File: src/rtl/pc_gen.sv
// Program-counter generator: boot cycle, sequential stepping (optionally compressed),
// prioritised trap/mret/branch redirects and a halt state for misaligned branch targets.
module pc_gen #(
  parameter int unsigned     XLEN         = 32,
  parameter logic [XLEN-1:0] RESET_VECTOR = {XLEN{1'b0}},
  parameter bit              C_EXT        = 1'b0
) (
  input  logic            clk,
  input  logic            rst_n,
  input  logic            stall_i,
  input  logic            branch_taken_i,
  input  logic [XLEN-1:0] branch_target_i,
  input  logic            trap_i,
  input  logic [XLEN-1:0] trap_vector_i,
  input  logic            mret_i,
  input  logic [XLEN-1:0] epc_i,
  input  logic            instr_compressed_i,
  output logic [XLEN-1:0] pc_o,
  output logic [XLEN-1:0] pc_plus_o,
  output logic            pc_valid_o,
  output logic            misaligned_o,
  output logic [XLEN-1:0] bad_addr_o
);

  typedef enum logic [1:0] {
    ST_BOOT = 2'd0,
    ST_RUN  = 2'd1,
    ST_HALT = 2'd2
  } state_e;

  // Bits below IALIGN; any of them set in a branch target makes it misaligned.
  localparam logic [XLEN-1:0] LOW_BITS   = C_EXT ? {{(XLEN-1){1'b0}}, 1'b1}
                                                 : {{(XLEN-2){1'b0}}, 2'b11};
  localparam logic [XLEN-1:0] ALIGN_MASK = ~LOW_BITS;
  localparam logic [XLEN-1:0] STEP_2     = {{(XLEN-3){1'b0}}, 3'd2};
  localparam logic [XLEN-1:0] STEP_4     = {{(XLEN-3){1'b0}}, 3'd4};

  state_e          state_q, state_d;
  logic [XLEN-1:0] pc_q, pc_d;
  logic            pc_valid_q, pc_valid_d;
  logic            misaligned_q, misaligned_d;
  logic [XLEN-1:0] bad_addr_q, bad_addr_d;
  logic [XLEN-1:0] step_s;
  logic [XLEN-1:0] pc_plus_s;
  logic            target_misaligned_s;

  assign step_s              = (C_EXT && instr_compressed_i) ? STEP_2 : STEP_4;
  assign pc_plus_s           = pc_q + step_s;
  assign target_misaligned_s = ((branch_target_i & LOW_BITS) != {XLEN{1'b0}});

  // Next-state, next-PC and flag computation.
  always_comb begin
    state_d      = state_q;
    pc_d         = pc_q;
    misaligned_d = 1'b0;
    bad_addr_d   = bad_addr_q;
    case (state_q)
      ST_BOOT: begin
        state_d = ST_RUN;
      end
      ST_RUN: begin
        if (trap_i) begin
          pc_d = trap_vector_i & ALIGN_MASK;
        end else if (mret_i) begin
          pc_d = epc_i & ALIGN_MASK;
        end else if (branch_taken_i && !target_misaligned_s) begin
          pc_d = branch_target_i;
        end else if (branch_taken_i) begin
          state_d      = ST_HALT;
          misaligned_d = 1'b1;
          bad_addr_d   = branch_target_i;
        end else if (stall_i) begin
          pc_d = pc_q;
        end else begin
          pc_d = pc_plus_s;
        end
      end
      ST_HALT: begin
        if (trap_i) begin
          pc_d    = trap_vector_i & ALIGN_MASK;
          state_d = ST_RUN;
        end else begin
          pc_d = pc_q;
        end
      end
      default: begin
        state_d = ST_BOOT;
        pc_d    = RESET_VECTOR;
      end
    endcase
    pc_valid_d = (state_d == ST_RUN);
  end

  // State and output registers.
  always_ff @(posedge clk or negedge rst_n) begin
    if (!rst_n) begin
      state_q      <= ST_BOOT;
      pc_q         <= RESET_VECTOR;
      pc_valid_q   <= 1'b0;
      misaligned_q <= 1'b0;
      bad_addr_q   <= {XLEN{1'b0}};
    end else begin
      state_q      <= state_d;
      pc_q         <= pc_d;
      pc_valid_q   <= pc_valid_d;
      misaligned_q <= misaligned_d;
      bad_addr_q   <= bad_addr_d;
    end
  end

  assign pc_o         = pc_q;
  assign pc_plus_o    = pc_plus_s;
  assign pc_valid_o   = pc_valid_q;
  assign misaligned_o = misaligned_q;
  assign bad_addr_o   = bad_addr_q;

endmodule

File: config.mk
export PLATFORM = sky130hd
export DESIGN_NAME = pc_gen
export DESIGN_NICKNAME = d
export VERILOG_FILES = /design/src/rtl/pc_gen.sv
export SDC_FILE = /design/constraint.sdc
export NUM_CORES = 1
export LEC_CHECK = 0
export ABC_AREA = 1
export BUFFER_PORTS_ARGS = -buffer_cell sky130_fd_sc_hd__buf_2
export CAP_MARGIN = 30
export CORE_MARGIN = 10
export CORE_UTILIZATION = 30
export DETAILED_ROUTE_END_ITERATION = 10
export HOLD_SLACK_MARGIN = 0.1
export PLACE_DENSITY = 0.64
export REMOVE_ABC_BUFFERS = 1
export SETUP_SLACK_MARGIN = 0.02
export SYNTH_ARGS = -nofsm -noshare
export SYNTH_HDL_FRONTEND = slang
export SYNTH_SLANG_ARGS = --single-unit
File: constraint.sdc
create_clock -name clk -period 1.6 [get_ports clk]
set_clock_uncertainty 0.1 [all_clocks]
set_input_delay 0.16 -clock clk [delete_from_list [all_inputs] [get_ports clk]]
set_output_delay 0.16 -clock clk [all_outputs]
set_load 0.05 [all_outputs]
==> results.sh, run 1 <==
export IMPL_status="finished, violations left"
export IMPL_violations="setup timing"
export IMPL_grt_pass1_vias=6732
export IMPL_r2r_start="pc_o[12]$_DFFE_PN0P_"
export IMPL_synth_ff_type="dfrtp_1"
export IMPL_critPathRequiredTime_ns=1.34
export IMPL_cp_endpoint="pc_plus_o[25]"
export IMPL_final_hold_viol_count=0
export IMPL_powerDensity_nw_per_um2=1650
export IMPL_yosysSeqAreaShare_pct=34.1
export IMPL_startpoint="pc_o[8]$_DFFE_PN0P_"
export IMPL_netlist_instances=761
export IMPL_path_max_fanout=5
export IMPL_p_int_mw=7.58
export IMPL_dieHeight_um=149
export IMPL_numCtsBuffers=9
export IMPL_cp_num_buf_inv=1
export IMPL_fin_ws_ns=-0.541
export IMPL_hpwl_um=16100
export IMPL_clkPwrFrac_pct=14.4
export IMPL_cap_violations=0
export IMPL_grt_pass1_wl_um=36600
export IMPL_clkTransAtPathRegs_ns=0.06
export IMPL_cts_max_level=3
export IMPL_yosys_area_top_type="dfrtp_1"
export IMPL_cts_tree="yes"
export IMPL_num_rows=47
export IMPL_combPwrFrac_pct=67.2
export IMPL_final_cell_mix="256 x nand2_1, 162 x buf_2, 80 x buf_4"
export IMPL_drv_slew=0
export IMPL_finalSetupViolCount=93
export IMPL_fill_cells=1476
export IMPL_reg2reg_to="pc_o[29]$_DFFE_PN0P_"
export IMPL_total_leakage_power_nw=4.95
export IMPL_port_buffer_count=195
export IMPL_wl_um=25300
export IMPL_clock_sinks=68
export IMPL_rsz0062_at_grt="yes"
export IMPL_crit_chain="nand2_2, nor2_4, nand2_4, nor2_4, nand3_2, and2_4, buf_8"
export IMPL_clk_insertion_delay_late_ns=0.35
export IMPL_crit_path_max_incr_delay_ns=0.41
export IMPL_arrival_ns=1.88
export IMPL_worstSetupEndpointType="output pin"
export IMPL_ant_nets=0
export IMPL_cp_depth=7
export IMPL_clock_path_buffers=2
export IMPL_cpMaxStageDelayCell="dfrtp_1"
export IMPL_final_common_cell="nand2_1"
export IMPL_grtUsageTotal_pct=21.1
export IMPL_tightest_slew_ns=0.474
export IMPL_gp_congestion=0.889
export IMPL_synth_area_um2=5000
export IMPL_grt_antenna_before_repair=0
export IMPL_switching_share_pct=51.8
export IMPL_first_pass_iters=5
export IMPL_ff2ff_path_depth=15
export IMPL_synth_edff_count=0
export IMPL_synth_seq_cells=68
export IMPL_rrSetupSlack_ns=-0.31
export IMPL_dieArea_um2=22200
export IMPL_hold_class="in2reg"
export IMPL_wl_per_cell_um=18.7
export IMPL_slew_headroom_pct=68.4
export IMPL_finalCritPeriodShare_pct=134
export IMPL_critPathMostFrequentCell="nor2_4"
export IMPL_grt_most_used_layer="met2"
export IMPL_synth_top_area_share_pct=34.1
export IMPL_fin_tns_setup_ns=-19.93
export IMPL_final_layout_size_suffix_gt1_share_pct=50.1
export IMPL_cpLargestDelayFamily="simple AND/OR/NAND/NOR gates"
export IMPL_worstSetupPathType="reg2out"
export IMPL_grt_max_degree=69
export IMPL_power_mw=15.7
export IMPL_gr_usage_met3_pct=6.43
export IMPL_pre_cts_ws_ns=-0.218
export IMPL_vias=6621
export IMPL_synth_area_top_cells="dfrtp_1 34%, nand2_1 26%, inv_1 5.7%"
export IMPL_finalCriticalPeriod_ns=2.14
export IMPL_postSynthAreaPerCell_um2=6.57
export IMPL_cp_start_kind="register"
export IMPL_die_w_um=149
export IMPL_cts_root_buf="clkbuf_16"
export IMPL_whs_path_depth=5
export IMPL_synth_warnings=0
export IMPL_grt_use_met1_pct=25.2
export IMPL_switchingPower_mw=8.16
export IMPL_core_region_area_um2=16500
export IMPL_pin_count=201
export IMPL_dr_first_iter_drc_count=421
export IMPL_ys_async_sr_fraction_pct=100
export IMPL_timing_fmax_mhz=467
export IMPL_power_frac_seq_pct=18.5
export IMPL_route_detailed_drc=0
export IMPL_grt_util_met2_pct=36.1
export IMPL_diodes=0
export IMPL_max_vdd_ir_drop_v=0.00166
export IMPL_final_nets=1239
export IMPL_synthDistinctLibCells=37
export IMPL_grt_overflow=0
export IMPL_detail_route_vias_per_cell=4.88
export IMPL_synthToLayoutAreaGrowth_pct=90.9
export IMPL_start_util_pct=30.3
[sequential cells by signal (all words and copies together) (netlist names)]
| name | count |
|---|---|
| bad_addr_o | 32 |
| misaligned_o | 1 |
| pc_o | 32 |
| pc_valid_o | 1 |
| state_q | 2 |
[cell usage after synthesis, drive strengths merged (2+ instances only)]
| cell | instances |
|---|---|
| a211oi | 3 |
| a21oi | 3 |
| a22oi | 2 |
| and2 | 18 |
| buf | 19 |
| clkbuf | 11 |
| clkinv | 2 |
| dfrtp | 68 |
| ha | 5 |
| inv | 82 |
| nand2 | 353 |
| nand3 | 45 |
| nor2 | 60 |
| o21ai | 48 |
| o21bai | 7 |
| o221a | 22 |
| o221ai | 2 |
| o22ai | 2 |
| xor2 | 4 |
[through the flow]
step	util [%]	cell area [um^2]	cells	hold WS, ns
6_report	57.9	9540	1356	0.151
5_1_grt	57.9	9540	1356	0.176
4_1_cts	53.6	8830	1337	0.123
3_5_place_dp	41.6	6860	1228	0.113
3_3_place_gp	41.6	6860	1228	0.113
2_1_floorplan	-	4820	731	-0.236
[layout make-up]
class / count / area (um^2) / area share, %
clock buffer: 10 / 239 / 2.50
clock inverter: 6 / 87.6 / 0.918
inverter: 84 / 348 / 3.65
multi-input combinational: 579 / 3540 / 37.1
sequential: 68 / 1700 / 17.8
tap: 220 / 275 / 2.89
timing repair buffer: 386 / 3310 / 34.7
timing repair inverter: 3 / 38.8 / 0.407
[tightest hold or removal path, cell delays in order]
cell and delay [ns]:
buf_2 0.09, nand2_1 0.05, o21ai_0 0.06, a22oi_1 0.09
o22ai_2 0.11
[layer usage]
layer	wire length [um]	share of wire (%)	vias to the layer above
met2	12300	49	295
li1	-	-	3147
met1	10200	40	3138
met4	643	2.5	0
met5	0	0	-
met3	2150	8.5	41
[kinds of logic after synthesis]
| group | after synthesis | share of synthesized area [%] |
|---|---|---|
| buffers and inverters | 114 | 10.1 |
| xor gates and xnor gates | 5 | 0.876 |
| DFF | 68 | 34.1 |
| adders and majority gates | 5 | 1.25 |
| AOI/OAI and AO/OA | 91 | 12.8 |
| and+or+nand+nor | 478 | 40.9 |
[worst min-delay path by stage]
stage	start	end	slack [ns]
6_report	epc_i[2]	pc_o[2]$_DFFE_PN0P_	0.15
2_1_floorplan	rst_n	bad_addr_o[0]$_DFFE_PN0P_	-0.24
3_5_place_dp	rst_n	bad_addr_o[22]$_DFFE_PN0P_	0.11
3_3_place_gp	rst_n	bad_addr_o[24]$_DFFE_PN0P_	0.11
4_1_cts	epc_i[2]	pc_o[2]$_DFFE_PN0P_	0.12
5_1_grt	epc_i[5]	pc_o[5]$_DFFE_PN0P_	0.18
[power by group through the flow]
stage | logic [mW] | clock network [mW] | registers, mW
finish | 10.6 | 2.26 | 2.91
global route | 11.2 | 2.37 | 2.99
CTS | 9.93 | 2.31 | 2.83
detailed placement | 8.28 | 0 | 2.82
global placement | 8.22 | 0 | 2.81
floorplan | 3.13 | 0 | 5.11
[timing repair]
action,CTS,global route
endpoints found under the setup margin,98,98
endpoints found under the hold margin,129,0
setup buffers,22,23
hold buffers,63,0
resized for setup,193,167
pin swaps,44,52
cloned,10,3
(Power assumes the default switching activity.)
==> run 2, diff against run 1 <==
--- a/config.mk
+++ b/config.mk
@@ -12,9 +12,8 @@
 export CORE_UTILIZATION = 30
 export DETAILED_ROUTE_END_ITERATION = 10
 export HOLD_SLACK_MARGIN = 0.1
-export PLACE_DENSITY = 0.64
+export PLACE_DENSITY = 0.67
 export REMOVE_ABC_BUFFERS = 1
-export SETUP_SLACK_MARGIN = 0.02
 export SYNTH_ARGS = -nofsm -noshare
 export SYNTH_HDL_FRONTEND = slang
 export SYNTH_SLANG_ARGS = --single-unit
==> results.sh, run 2 (same netlist as run 1, synthesis figures left out) <==
export IMPL_status="finished, violations left"
export IMPL_violations="setup timing"
export IMPL_multi_input_area_um2=3470
export IMPL_clock_sinks=68
export IMPL_final_cell_mix="255 x nand2_1, 162 x buf_2, 85 x buf_4"
export IMPL_final_nets=1237
export IMPL_die_w_um=149
export IMPL_path_max_fanout=7
export IMPL_final_hold_viol_count=0
export IMPL_crit_chain="ha_2, nand2_2, nor2_4, nand2_4, o21bai_1, and2_4, buf_6"
export IMPL_worstSetupPathType="reg2out"
export IMPL_grt_pass1_wl_um=35800
export IMPL_fin_ws_ns=-0.553
export IMPL_post_route_util_pct=57.3
export IMPL_combPwrFrac_pct=69.4
export IMPL_total_leakage_power_nw=4.92
export IMPL_grtUsageTotal_pct=20.5
export IMPL_grt_overflow=0
export IMPL_dieHeight_um=149
export IMPL_p_int_mw=7.69
export IMPL_wl_um=25400
export IMPL_detail_route_vias_per_cell=4.90
export IMPL_drv_slew=0
export IMPL_dieArea_um2=22200
export IMPL_vias=6632
export IMPL_grt_pass1_vias=6647
export IMPL_fill_cells=1476
export IMPL_cts_max_level=3
export IMPL_start_util_pct=30.3
export IMPL_dp_cells=1230
export IMPL_cts_root_buf="clkbuf_16"
export IMPL_finalSetupViolCount=94
export IMPL_fin_tns_setup_ns=-23.02
export IMPL_switching_share_pct=52.3
export IMPL_critPathRequiredTime_ns=1.34
export IMPL_route_detailed_drc=0
export IMPL_crit_path_max_incr_delay_ns=0.37
export IMPL_synthToLayoutAreaGrowth_pct=88.7
export IMPL_tightest_slew_ns=0.318
export IMPL_cts_tree="yes"
export IMPL_hold_class="in2reg"
export IMPL_fin_cells=1354
export IMPL_worstSetupEndpointType="output pin"
export IMPL_max_vdd_ir_drop_v=0.00162
export IMPL_whs_ns=0.119
export IMPL_final_layout_size_suffix_gt1_share_pct=48.1
export IMPL_cap_violations=0
export IMPL_cpMaxStageDelayCell="dfrtp_1"
export IMPL_grt_antenna_before_repair=1
export IMPL_switchingPower_mw=8.41
export IMPL_power_frac_seq_pct=18.1
export IMPL_gp_congestion=0.884
export IMPL_numCtsBuffers=9
export IMPL_powerDensity_nw_per_um2=1710
export IMPL_clkTransAtPathRegs_ns=0.06
export IMPL_diodes=0
export IMPL_cp_start_kind="register"
export IMPL_clkPwrFrac_pct=12.5
export IMPL_arrival_ns=1.89
export IMPL_cp_num_buf_inv=1
export IMPL_clock_path_buffers=2
export IMPL_timing_fmax_mhz=464
export IMPL_grt_max_degree=33
export IMPL_ant_nets=0
export IMPL_finalCritPeriodShare_pct=135
export IMPL_final_common_cell="nand2_1"
export IMPL_port_buffer_count=195
export IMPL_pin_count=201
export IMPL_first_pass_iters=5
export IMPL_slew_headroom_pct=78.8
export IMPL_finalCriticalPeriod_ns=2.15
export IMPL_wl_per_cell_um=18.8
export IMPL_hpwl_um=16600
export IMPL_cpLargestDelayFamily="simple AND/OR/NAND/NOR gates"
export IMPL_regArea_um2=1700
export IMPL_num_rows=47
export IMPL_dr_first_iter_drc_count=432
export IMPL_core_region_area_um2=16500
export IMPL_clk_insertion_delay_late_ns=0.35
export IMPL_rsz0062_at_grt="yes"
-- run 2: changes by cell type in the layout (fill, tap and decap cells not counted), sizes merged --
cell | before | now
clkinvlp | 3 | 1
buf | 318 | 313
clkinv | 3 | 5
clkbuf | 14 | 19
bufinv | 2 | 1
dlygate4sd3 | 63 | 62
-- run 2: cell type report --
cell class | instances | area share, %
inverters | 84 | 3.72
multi-input cells | 579 | 36.8
repair buffers | 384 | 35.0
flip-flops and latches | 68 | 18.1
repair inverters | 3 | 0.464
well taps | 220 | 2.92
clock buffers | 11 | 2.47
clock inverters | 5 | 0.557
-- run 2: power groups by stage --
stage                     Clock, mW  Sequential [mW]  Combinational (mW)
after global routing           2.11             3.00                11.8
after global placement            0             2.80                8.28
after detailed placement          0             2.82                8.34
after floorplan                   0             5.11                3.13
final                          2.01             2.92                11.2
after CTS                      2.05             2.81                10.0
-- run 2: worst min-delay path, stage by stage --
cell and delay [ns]:
buf_2 0.09, inv_1 0.09, o21ai_1 0.08, nand2_2 0.06
nand2_1 0.04
-- run 2: worst paths after layout --
check	cells after the start	slack (ns)	from	to
setup / recovery	7	-0.55	pc_o[3]$_DFFE_PN0P_	pc_plus_o[18]
hold / removal	5	0.12	trap_vector_i[12]	pc_o[12]$_DFFE_PN0P_
setup reg to reg	13	-0.31	pc_o[3]$_DFFE_PN0P_	pc_o[9]$_DFFE_PN0P_
hold reg to reg	2	0.37	bad_addr_o[12]$_DFFE_PN0P_	bad_addr_o[12]$_DFFE_PN0P_
max in group asynchronous	3	0.65	rst_n	pc_o[9]$_DFFE_PN0P_
min in group asynchronous	2	0.15	rst_n	pc_o[21]$_DFFE_PN0P_
-- run 2: per-layer routing --
| metal | wire length, um | up-vias | GRT usage, % |
|---|---|---|---|
| met4 | 758 | 2 | 5.45 |
| li1 | - | 3154 | - |
| met2 | 12400 | 325 | 35.0 |
| met1 | 9850 | 3087 | 24.7 |
| met3 | 2460 | 64 | 5.95 |
| met5 | 9 | - | 0 |
-- run 2: timing repair --
action / in CTS / in global routing
setup buffers: 16 / 23
gates cloned: 5 / 8
setup endpoints to repair: 86 / 94
hold endpoints to repair: 128 / 0
resized for setup: 125 / 191
pin swaps: 45 / 37
hold buffers: 62 / 0
-- run 2: per-stage QoR --
stage | instance area (um^2) | setup WS, ns | power (mW)
3_3_place_gp | 6940 | -0.187 | 11.1
6_report | 9430 | -0.553 | 16.1
5_1_grt | 9430 | -0.647 | 16.9
4_1_cts | 8470 | -0.493 | 14.9
2_1_floorplan | 4820 | -1.09 | 8.24
3_5_place_dp | 6940 | -0.213 | 11.2
